--- config.mk ---
export PLATFORM = sky130hd
export DESIGN_NAME = opb_register_ppc2user
export DESIGN_NICKNAME = d
export VERILOG_FILES = /design/src/rtl/opb_register_ppc2user.sv
export SDC_FILE = /design/constraint.sdc
export NUM_CORES = 1
export LEC_CHECK = 0
export BUFFER_PORTS_ARGS = -buffer_cell sky130_fd_sc_hd__buf_2
export CORE_ASPECT_RATIO = 1.1
export CORE_MARGIN = 3
export CORE_UTILIZATION = 46
export CTS_BUF_LIST = sky130_fd_sc_hd__clkbuf_8
export DETAILED_ROUTE_END_ITERATION = 6
export PLACE_DENSITY = 0.87
export SYNTH_ARGS = -nofsm -noshare
export SYNTH_HDL_FRONTEND = slang
export SYNTH_SLANG_ARGS = --single-unit
--- constraint.sdc ---
create_clock -name OPB_Clk -period 2.5 [get_ports OPB_Clk]
set_clock_uncertainty 0.1 [all_clocks]
set_input_delay 0.5 -clock OPB_Clk [delete_from_list [all_inputs] [get_ports OPB_Clk]]
set_output_delay 0.5 -clock OPB_Clk [all_outputs]
set_load 0.02 [all_outputs]
--- src/rtl/opb_register_ppc2user.sv ---
// OPB slave holding one 32-bit control word written by software and read by fabric logic.
// The whole address window aliases the single register; every hit is acknowledged one cycle later.
module opb_register_ppc2user #(
    parameter logic [31:0] C_BASEADDR    = 32'h0100_E200,
    parameter logic [31:0] C_HIGHADDR    = 32'h0100_E2FF,
    parameter int          C_OPB_AWIDTH  = 32,
    parameter int          C_OPB_DWIDTH  = 32,
    parameter logic [31:0] C_RESET_VALUE = 32'h0000_0000
) (
    input  logic                     OPB_Clk,
    input  logic                     OPB_Rst_n,
    input  logic [0:C_OPB_AWIDTH-1]  OPB_ABus,
    input  logic [0:3]               OPB_BE,
    input  logic [0:C_OPB_DWIDTH-1]  OPB_DBus,
    input  logic                     OPB_RNW,
    input  logic                     OPB_select,
    input  logic                     OPB_seqAddr,
    output logic [0:C_OPB_DWIDTH-1]  Sl_DBus,
    output logic                     Sl_xferAck,
    output logic                     Sl_errAck,
    output logic                     Sl_retry,
    output logic                     Sl_toutSup,
    output logic [31:0]              user_data_out,
    output logic                     user_data_valid
);

    typedef enum logic {
        IDLE = 1'b0,
        ACK  = 1'b1
    } state_t;

    state_t        state_reg, state_next;
    logic [1:0]    rst_sync_reg;
    logic          rst_n_int;
    logic          hit;
    logic [31:0]   merged_word;
    logic [31:0]   data_reg, data_next;
    logic [31:0]   rdata_reg, rdata_next;
    logic          ack_reg, ack_next;
    logic          valid_reg, valid_next;
    logic          unused_seq_addr;

    // Sequential-burst hint is irrelevant: every beat is acknowledged on its own.
    assign unused_seq_addr = OPB_seqAddr;

    // Reset asserts immediately but is released only on a clock edge.
    always_ff @(posedge OPB_Clk or negedge OPB_Rst_n) begin
        if (!OPB_Rst_n) begin
            rst_sync_reg <= 2'b00;
        end else begin
            rst_sync_reg <= {rst_sync_reg[0], 1'b1};
        end
    end

    assign rst_n_int = rst_sync_reg[1];

    assign hit = OPB_select && (OPB_ABus >= C_BASEADDR) && (OPB_ABus <= C_HIGHADDR);

    // Byte lane k of the bus (DBus[8k:8k+7], big-endian) maps onto user bits [31-8k -: 8].
    generate
        for (genvar gi = 0; gi < 4; gi++) begin : g_lane
            assign merged_word[31-8*gi -: 8] = OPB_BE[gi] ? OPB_DBus[8*gi +: 8]
                                                          : data_reg[31-8*gi -: 8];
        end
    endgenerate

    always_comb begin
        state_next = state_reg;
        data_next  = data_reg;
        rdata_next = 32'h0000_0000;
        ack_next   = 1'b0;
        valid_next = 1'b0;
        case (state_reg)
            IDLE: begin
                if (hit) begin
                    state_next = ACK;
                    ack_next   = 1'b1;
                    if (OPB_RNW) begin
                        rdata_next = data_reg;
                    end else begin
                        data_next  = merged_word;
                        valid_next = |OPB_BE;
                    end
                end
            end
            ACK: begin
                state_next = IDLE;
            end
            default: begin
                state_next = IDLE;
            end
        endcase
    end

    always_ff @(posedge OPB_Clk or negedge rst_n_int) begin
        if (!rst_n_int) begin
            state_reg <= IDLE;
            data_reg  <= C_RESET_VALUE;
            rdata_reg <= 32'h0000_0000;
            ack_reg   <= 1'b0;
            valid_reg <= 1'b0;
        end else begin
            state_reg <= state_next;
            data_reg  <= data_next;
            rdata_reg <= rdata_next;
            ack_reg   <= ack_next;
            valid_reg <= valid_next;
        end
    end

    assign Sl_DBus         = rdata_reg;
    assign Sl_xferAck      = ack_reg;
    assign Sl_errAck       = 1'b0;
    assign Sl_retry        = 1'b0;
    assign Sl_toutSup      = 1'b0;
    assign user_data_out   = data_reg;
    assign user_data_valid = valid_reg;

endmodule

# After elaboration in Yosys (flattened, before gate mapping)
# Index checks and enable logic that the tools add are counted.
# classes
n_lt_le_gt_ge,2
n_reduce_logical,7
muxes,9
n_bitwise,2
# ops
operator,count
$mux W32,3
$ge A32 B25 Y1 const B,1
$le A32 B25 Y1 const B,1
$reduce_and A4 Y1,4
$mux W1,5
$reduce_or A4 Y1,1
$logic_and A1 B1 Y1,2
$not A1 Y1,2
$pmux W1 S2,1
# totals
elab_cells,29
regBits,69

# Depth between registers and ports, before layout
# Gate-level depths: netlist (run 1).
# depth
ltp_word,5
mapped_depth,6
ltp_nobuf,4

# Worst setup path after synthesis (run 1)
# Ideal clock, no wire load.
# synth_path
path_kind,input to register
from,in OPB_ABus[9] in the netlist's numbering
to,reg data_reg[16] (netlist: user_data_out[16])
slack_ps,160
stages,4
arrival_ps,2115
path_cell_list,nor4_1 nand4_2 a2111oi_4 mux2_2
# synth_via
elab_chain_len,4
# synth_lines
element,line,source
from (decl),12,"input logic [0:C_OPB_AWIDTH-1] OPB_ABus,"
$ge A32 B25 Y1,57,assign hit = OPB_select && (OPB_ABus >= C_BASEADDR) && (OPB_ABus <= C_HIGHADDR);
$logic_and A1 B1 Y1,57,
$logic_and A1 B1 Y1 (*),57,
$reduce_and A4 Y1 (no source line) (*),n/a,
to (signal assigned),104,data_reg <= data_next;
to (decl),37,"logic [31:0] data_reg, data_next;"
# Mark *: on every way between the ends. The rest lies on a longest branch, timed or not.
# A chain may end at the register's enable or synchronous reset.

==> results.ini, run 1 <==
[run_status]
status = complete, no violations

[floorplan]
core_sq_mm = 0.005430
die_h_microns = 84.95
rows = 28
pin_count = 142
dieArea_sq_mm = 0.006606
start_util = 0.4800
die_w_microns = 77.77

[power_and_ir_drop]
p_leak_nw = 2.099
p_sw_frac = 0.2031
p_clk_frac = 0.441
ir_drop_uv = 418.8
finalPower_mw = 2.160
pwr_density_cell_mw_per_mm2 = 582.3
pwr-share-seq = 0.514
p_int_mw = 1.721
netSwitchingPower_mw = 0.4386
pwr-share-comb = 0.045

[placed_design]
hpwl_microns = 4522
io_buffers = 137
place_ws_ps = -79.53
placed_cell_area_sq_mm = 0.003471
routabilityCongestion = 0.7773

[cts]
htree_num_levels = 3
cts_tree = done
clock-sinks = 68
cts_buffer_depth = 2
cts.reportedPaths.clkPinSlew_ps = 70
cts_root_buf = clkbuf_8
clock_latency_ps = 320
numCtsBuffers = 9

[cells_and_area]
utilization = 0.6829
nFillCells = 413
nets = 399
syn_to_final_growth_pct = 42.29
drive_gt1_frac = 0.6224
finalInstanceArea_sq_mm = 0.003709
diodes = 0
multi_input_area_sq_um = 888.4
regArea_sq_mm = 0.001703

[worst_setup_path]
critPathMaxStageDelay_ps = 400
cpMaxStageDelayCell = dfrtp_1
worst-endpoint-arrival_ps = 2430
reg2regPathDepth = 6
crit_fanout = 8
worstPathRequired_ps = 2600
startpoint_type = flip-flop
critPathKind = reg2reg
cp_cell_sequence = nor4bb_2 > buf_4 > nand2_1 > a2111oi_4 > buf_4 > mux2_2
worstReg2RegStart = Sl_xferAck
reg2reg_slack_ps = 170
path_common_cell = buf_4
endpoint_kind = flip-flop
timing.rr.end = user_data_out[11]

[global_routing]
antenna_found_initial = 0
grt_start_max_net_pins = 43
gr-total-overflow = 0
grt_pass1_wl_microns = 9301
grt_pass1_vias = 2031
grt_usage = 0.1847

[routing]
drtIter0Drc = 32
viasPerCell = 4.665
antenna_left = 0
wl_microns = 5877
drcViolationCount = 0
wire_per_inst_microns = 14.48
vias = 1894
drt_pre_antenna_iters = 2

[sta]
rsz0062_at_grt = false
setup_viol = 0
tightest_slew_ps = 616.3
report.final.hold_viol_count = 0
maxSlewViolCount = 0
finalCriticalPeriod_ps = 2332
fin_ws_ps = 167.5
fmax_mhz = 428.7
slew_headroom = 0.5882
finalSetupTns_ps = 0
min_period_over_period = 0.9330

[synthesis]
yosysTopAreaCell = dfrtp_1
yosysSeqAreaShare = 0.6529
avgSynthCellArea_sq_um = 15.33
ys_seq_elements = 68
synth_top_area_frac = 0.6529
syn-cell-area_sq_mm = 0.002606
synth_cells = 170
yosysWarnings = 0
synth.distinct_cells = 25
yosys-top-cells-area = dfrtp_1 65%, mux2_2 13%, and2_1 7.7%, a2111oi_4 4.2%, nand3_1 1.2%

[min_path]
min_path_type = reg2async

[flow_run]
drv_cap = 0

[stage by stage]
step,cells,hold slack (ps)
floorplan,172,104.4
global placement,389,169.3
detailed placement,389,182.5
CTS,406,189.3
global route,406,235.4
finish,406,170.4
[cells in the mapped netlist]
master and instances:
mux2_1 1, a211oi_1 1, buf_2 1, or4_1 1, nor3_2 1, clkbuf_1 3
mux2_2 31, nor3_1 1, nand4_2 1, nor3b_1 1, or3_1 1, dfrtp_1 68
buf_4 3, nand2_1 3, and3_1 1, conb_1 2, nand3_1 6, o311ai_4 1
inv_1 1, nor4_1 2, a2111oi_4 4, a2111oi_2 1, nand4_1 1, nor4bb_1 2
and2_1 32
[logic make-up (layout without fill, tap and decap cells)]
family / after synthesis / after routing / synth area share
DFF: 68 / 68 / 0.6529
and+or+nand+nor: 53 / 53 / 0.1287
muxes: 32 / 32 / 0.1383
buffers and inverters: 8 / 167 / 0.01632
AOI/OAI and AO/OA: 7 / 7 / 0.06097
other: 2 / 4 / 0.002882
[worst max-delay path by stage]
stage	start	end	slack, ps
after floorplan	OPB_ABus[9]	user_data_out[16]	160
after global placement	OPB_ABus[1]	user_data_out[20]	-50
after detailed placement	OPB_ABus[1]	user_data_out[11]	-80
after CTS	Sl_xferAck	user_data_out[11]	110
after global routing	Sl_xferAck	user_data_out[11]	50
final	Sl_xferAck	user_data_out[11]	170
[critical path: cells and delay by family (launching register included)]
family          cells  cell delay, ps
simple gates        2             610
flops               1             400
compound gates      1             340
mux                 1             350
buf+inv             2             410
[cell type report]
class                   instances  area share
inverters                       1    0.001012
well taps                      75     0.02530
repair buffers                150      0.2152
clock inverters                 3     0.01147
multi-input cells              96      0.2395
flip-flops and latches         68      0.4592
clock buffers                  13     0.04825
[cell usage in the layout, fill, tap and decap left out, drive strengths merged]
master,count
a2111oi,5
a211oi,1
and2,32
and3,1
buf,149
bufinv,1
clkbuf,13
clkinv,1
clkinvlp,1
conb,4
dfrtp,68
dlygate4sd3,1
inv,1
mux2,32
nand2,3
nand3,6
nand4,2
nor3,2
nor3b,1
nor4,2
nor4bb,2
o311ai,1
or3,1
or4,1
[power by group through the flow]
stage	clock network, mW	logic, mW	registers (mW)
finish	0.952	0.0981	1.11
global route	1.02	0.110	1.11
CTS	0.971	0.0986	1.11
detailed placement	0	0.0973	1.13
global placement	0	0.0951	1.13
floorplan	0	0.0212	1.14
[layer usage]
layer	vias up	global-route usage	wire [microns]
met1	906	0.2036	2188
met3	6	0.03609	352
li1	896	-	-
met2	86	0.3442	3262
met5	-	0	0
met4	0	0.07605	74
[repair_timing]
action | CTS | global route
endpoints found under the setup margin | 0 | 22
resized for setup | 0 | 1
hold buffers | 1 | 0
hold endpoints to repair | 2 | 0
buffers inserted | 0 | 0
Note: power is estimated with default switching activity, not from simulation.
==> run 2: changes to the inputs <==
- CORE_UTILIZATION: 46 -> 30
- PLACE_DENSITY: 0.87 -> 0.63
==> results.ini, run 2 (same netlist as run 1, synthesis figures left out) <==
[cts]
post_cts_buffers = 0
clock_latency_ps = 330
cts.reportedPaths.clkPinSlew_ps = 70
cts_buffer_depth = 2
numCtsBuffers = 9
htree_num_levels = 3
clock-sinks = 68
cts_tree = done
cts_root_buf = clkbuf_8

[sta]
tightest_slew_ps = 629.4
finalCriticalPeriod_ps = 2308
fin_ws_ps = 192.0
slew_headroom = 0.5794
report.final.hold_viol_count = 0
fmax_mhz = 433.3
whs_ps = 138.1
maxSlewViolCount = 0
rsz0062_at_grt = false
setup_viol = 0
min_period_over_period = 0.9232

[floorplan]
start_util = 0.3100
rows = 35
pin_count = 142
die_h_microns = 103.8
die_w_microns = 94.87
core_sq_mm = 0.008408
dieArea_sq_mm = 0.009843

[power_and_ir_drop]
pwr_density_cell_mw_per_mm2 = 526.8
p_sw_frac = 0.2224
p_leak_nw = 2.083
p_clk_frac = 0.382
pwr-share-seq = 0.566
finalPower_mw = 1.959
netSwitchingPower_mw = 0.4356
p_int_mw = 1.523
pwr-share-comb = 0.052
ir_drop_uv = 180.9

[placed_design]
routabilityCongestion = 0.7274
hpwl_microns = 4622
io_buffers = 137
place_ws_ps = -170.1
dp.cells = 424

[run_status]
status = complete, no violations

[cells_and_area]
nets = 398
drive_gt1_frac = 0.6140
utilization = 0.4423
final_common_cell = buf_2
final_cell_mix = 137 x buf_2, 67 x dfrtp_1, 32 x and2_1, 31 x mux2_2, 10 x clkbuf_8
diodes = 0
syn_to_final_growth_pct = 42.68
final_cells = 440

[worst_setup_path]
crit_fanout = 8
startpoint_type = flip-flop
worstReg2RegStart = Sl_xferAck
endpoint_kind = flip-flop
reg2regPathDepth = 6
cp_cell_sequence = nor4bb_4 > buf_4 > nand2_1 > a2111oi_4 > buf_4 > mux2_2
worst-endpoint-arrival_ps = 2420
critPathMaxStageDelay_ps = 420
reg2reg_slack_ps = 190
critPathKind = reg2reg
timing.rr.end = user_data_out[11]
path_common_cell = buf_4
worstPathRequired_ps = 2610
cpMaxStageDelayCell = dfrtp_1

[min_path]
min_path_type = reg2async

[global_routing]
grt_start_max_net_pins = 36
grt_usage = 0.1293
grt_pass1_vias = 1948
gr-total-overflow = 0
grt_pass1_wl_microns = 9591
antenna_found_initial = 0

[routing]
drcViolationCount = 0
vias = 1911
wire_per_inst_microns = 13.74
drt_pre_antenna_iters = 4
viasPerCell = 4.343
drtIter0Drc = 49
antenna_left = 0
wl_microns = 6045

[flow_run]
drv_cap = 0

==> run 2: cell count changes in the layout (fill, tap and decap cells not counted), sizes merged <==
cell	previous run	this run
inv	1	3
clkbuf	13	10
buf	149	148
clkinv	1	3
bufinv	1	0
clkinvlp	1	0
==> run 2: worst max-delay path by stage <==
stage                            from           endpoint  cells after the start
after detailed placement  OPB_ABus[1]  user_data_out[11]                      7
after CTS                  Sl_xferAck  user_data_out[11]                      6
final                      Sl_xferAck  user_data_out[11]                      6
after global routing       Sl_xferAck  user_data_out[11]                      6
after global placement    OPB_ABus[1]  user_data_out[15]                      7
after floorplan           OPB_ABus[9]  user_data_out[16]                      4
==> run 2: what timing repair did <==
item                                    in CTS  in global routing
endpoints found under the setup margin       5                 12
endpoints found under the hold margin        2                  0
pin swaps                                    0                  0
gates resized for setup                      1                  1
hold buffers                                 1                  0
cloned                                       0                  0
==> run 2: per-layer routing <==
metal / share of wire / up-vias / GRT usage
li1: - / 899 / -
met3: 0.076 / 7 / 0.04648
met2: 0.51 / 90 / 0.2091
met4: 0.016 / 0 / 0.04948
met5: 0 / - / 0
met1: 0.40 / 915 / 0.1556
==> run 2: final cells by class <==
| type | instances | area (sq um) |
|---|---|---|
| fillers | 814 | 4690 |
| flip-flops and latches | 68 | 1703 |
| multi-input cells | 96 | 897.1 |
| repair buffers | 149 | 815.8 |
| well taps | 111 | 138.9 |
| clock buffers | 10 | 137.6 |
| clock inverters | 5 | 22.52 |
| inverters | 1 | 3.754 |
==> run 2: through the flow <==
step,cell area [sq um],TNS (ps)
after CTS,3710,0
after floorplan,2614,0
final,3719,0
after global placement,3533,-4151
after detailed placement,3533,-4884
after global routing,3719,0
==> run 2: power groups by stage <==
stage	Sequential, mW	Combinational (mW)	Clock, mW
2_1_floorplan	1.14	0.0212	0
3_3_place_gp	1.13	0.0986	0
3_5_place_dp	1.13	0.100	0
4_1_cts	1.11	0.102	0.793
5_1_grt	1.11	0.114	0.844
6_report	1.11	0.101	0.749
==> run 2: worst max-delay path: cells and delay by family, from the launching register on <==
family | cells | cell delay (ps)
compound gates | 1 | 340
buf+inv | 2 | 410
flops | 1 | 420
mux | 1 | 350
simple gates | 2 | 570
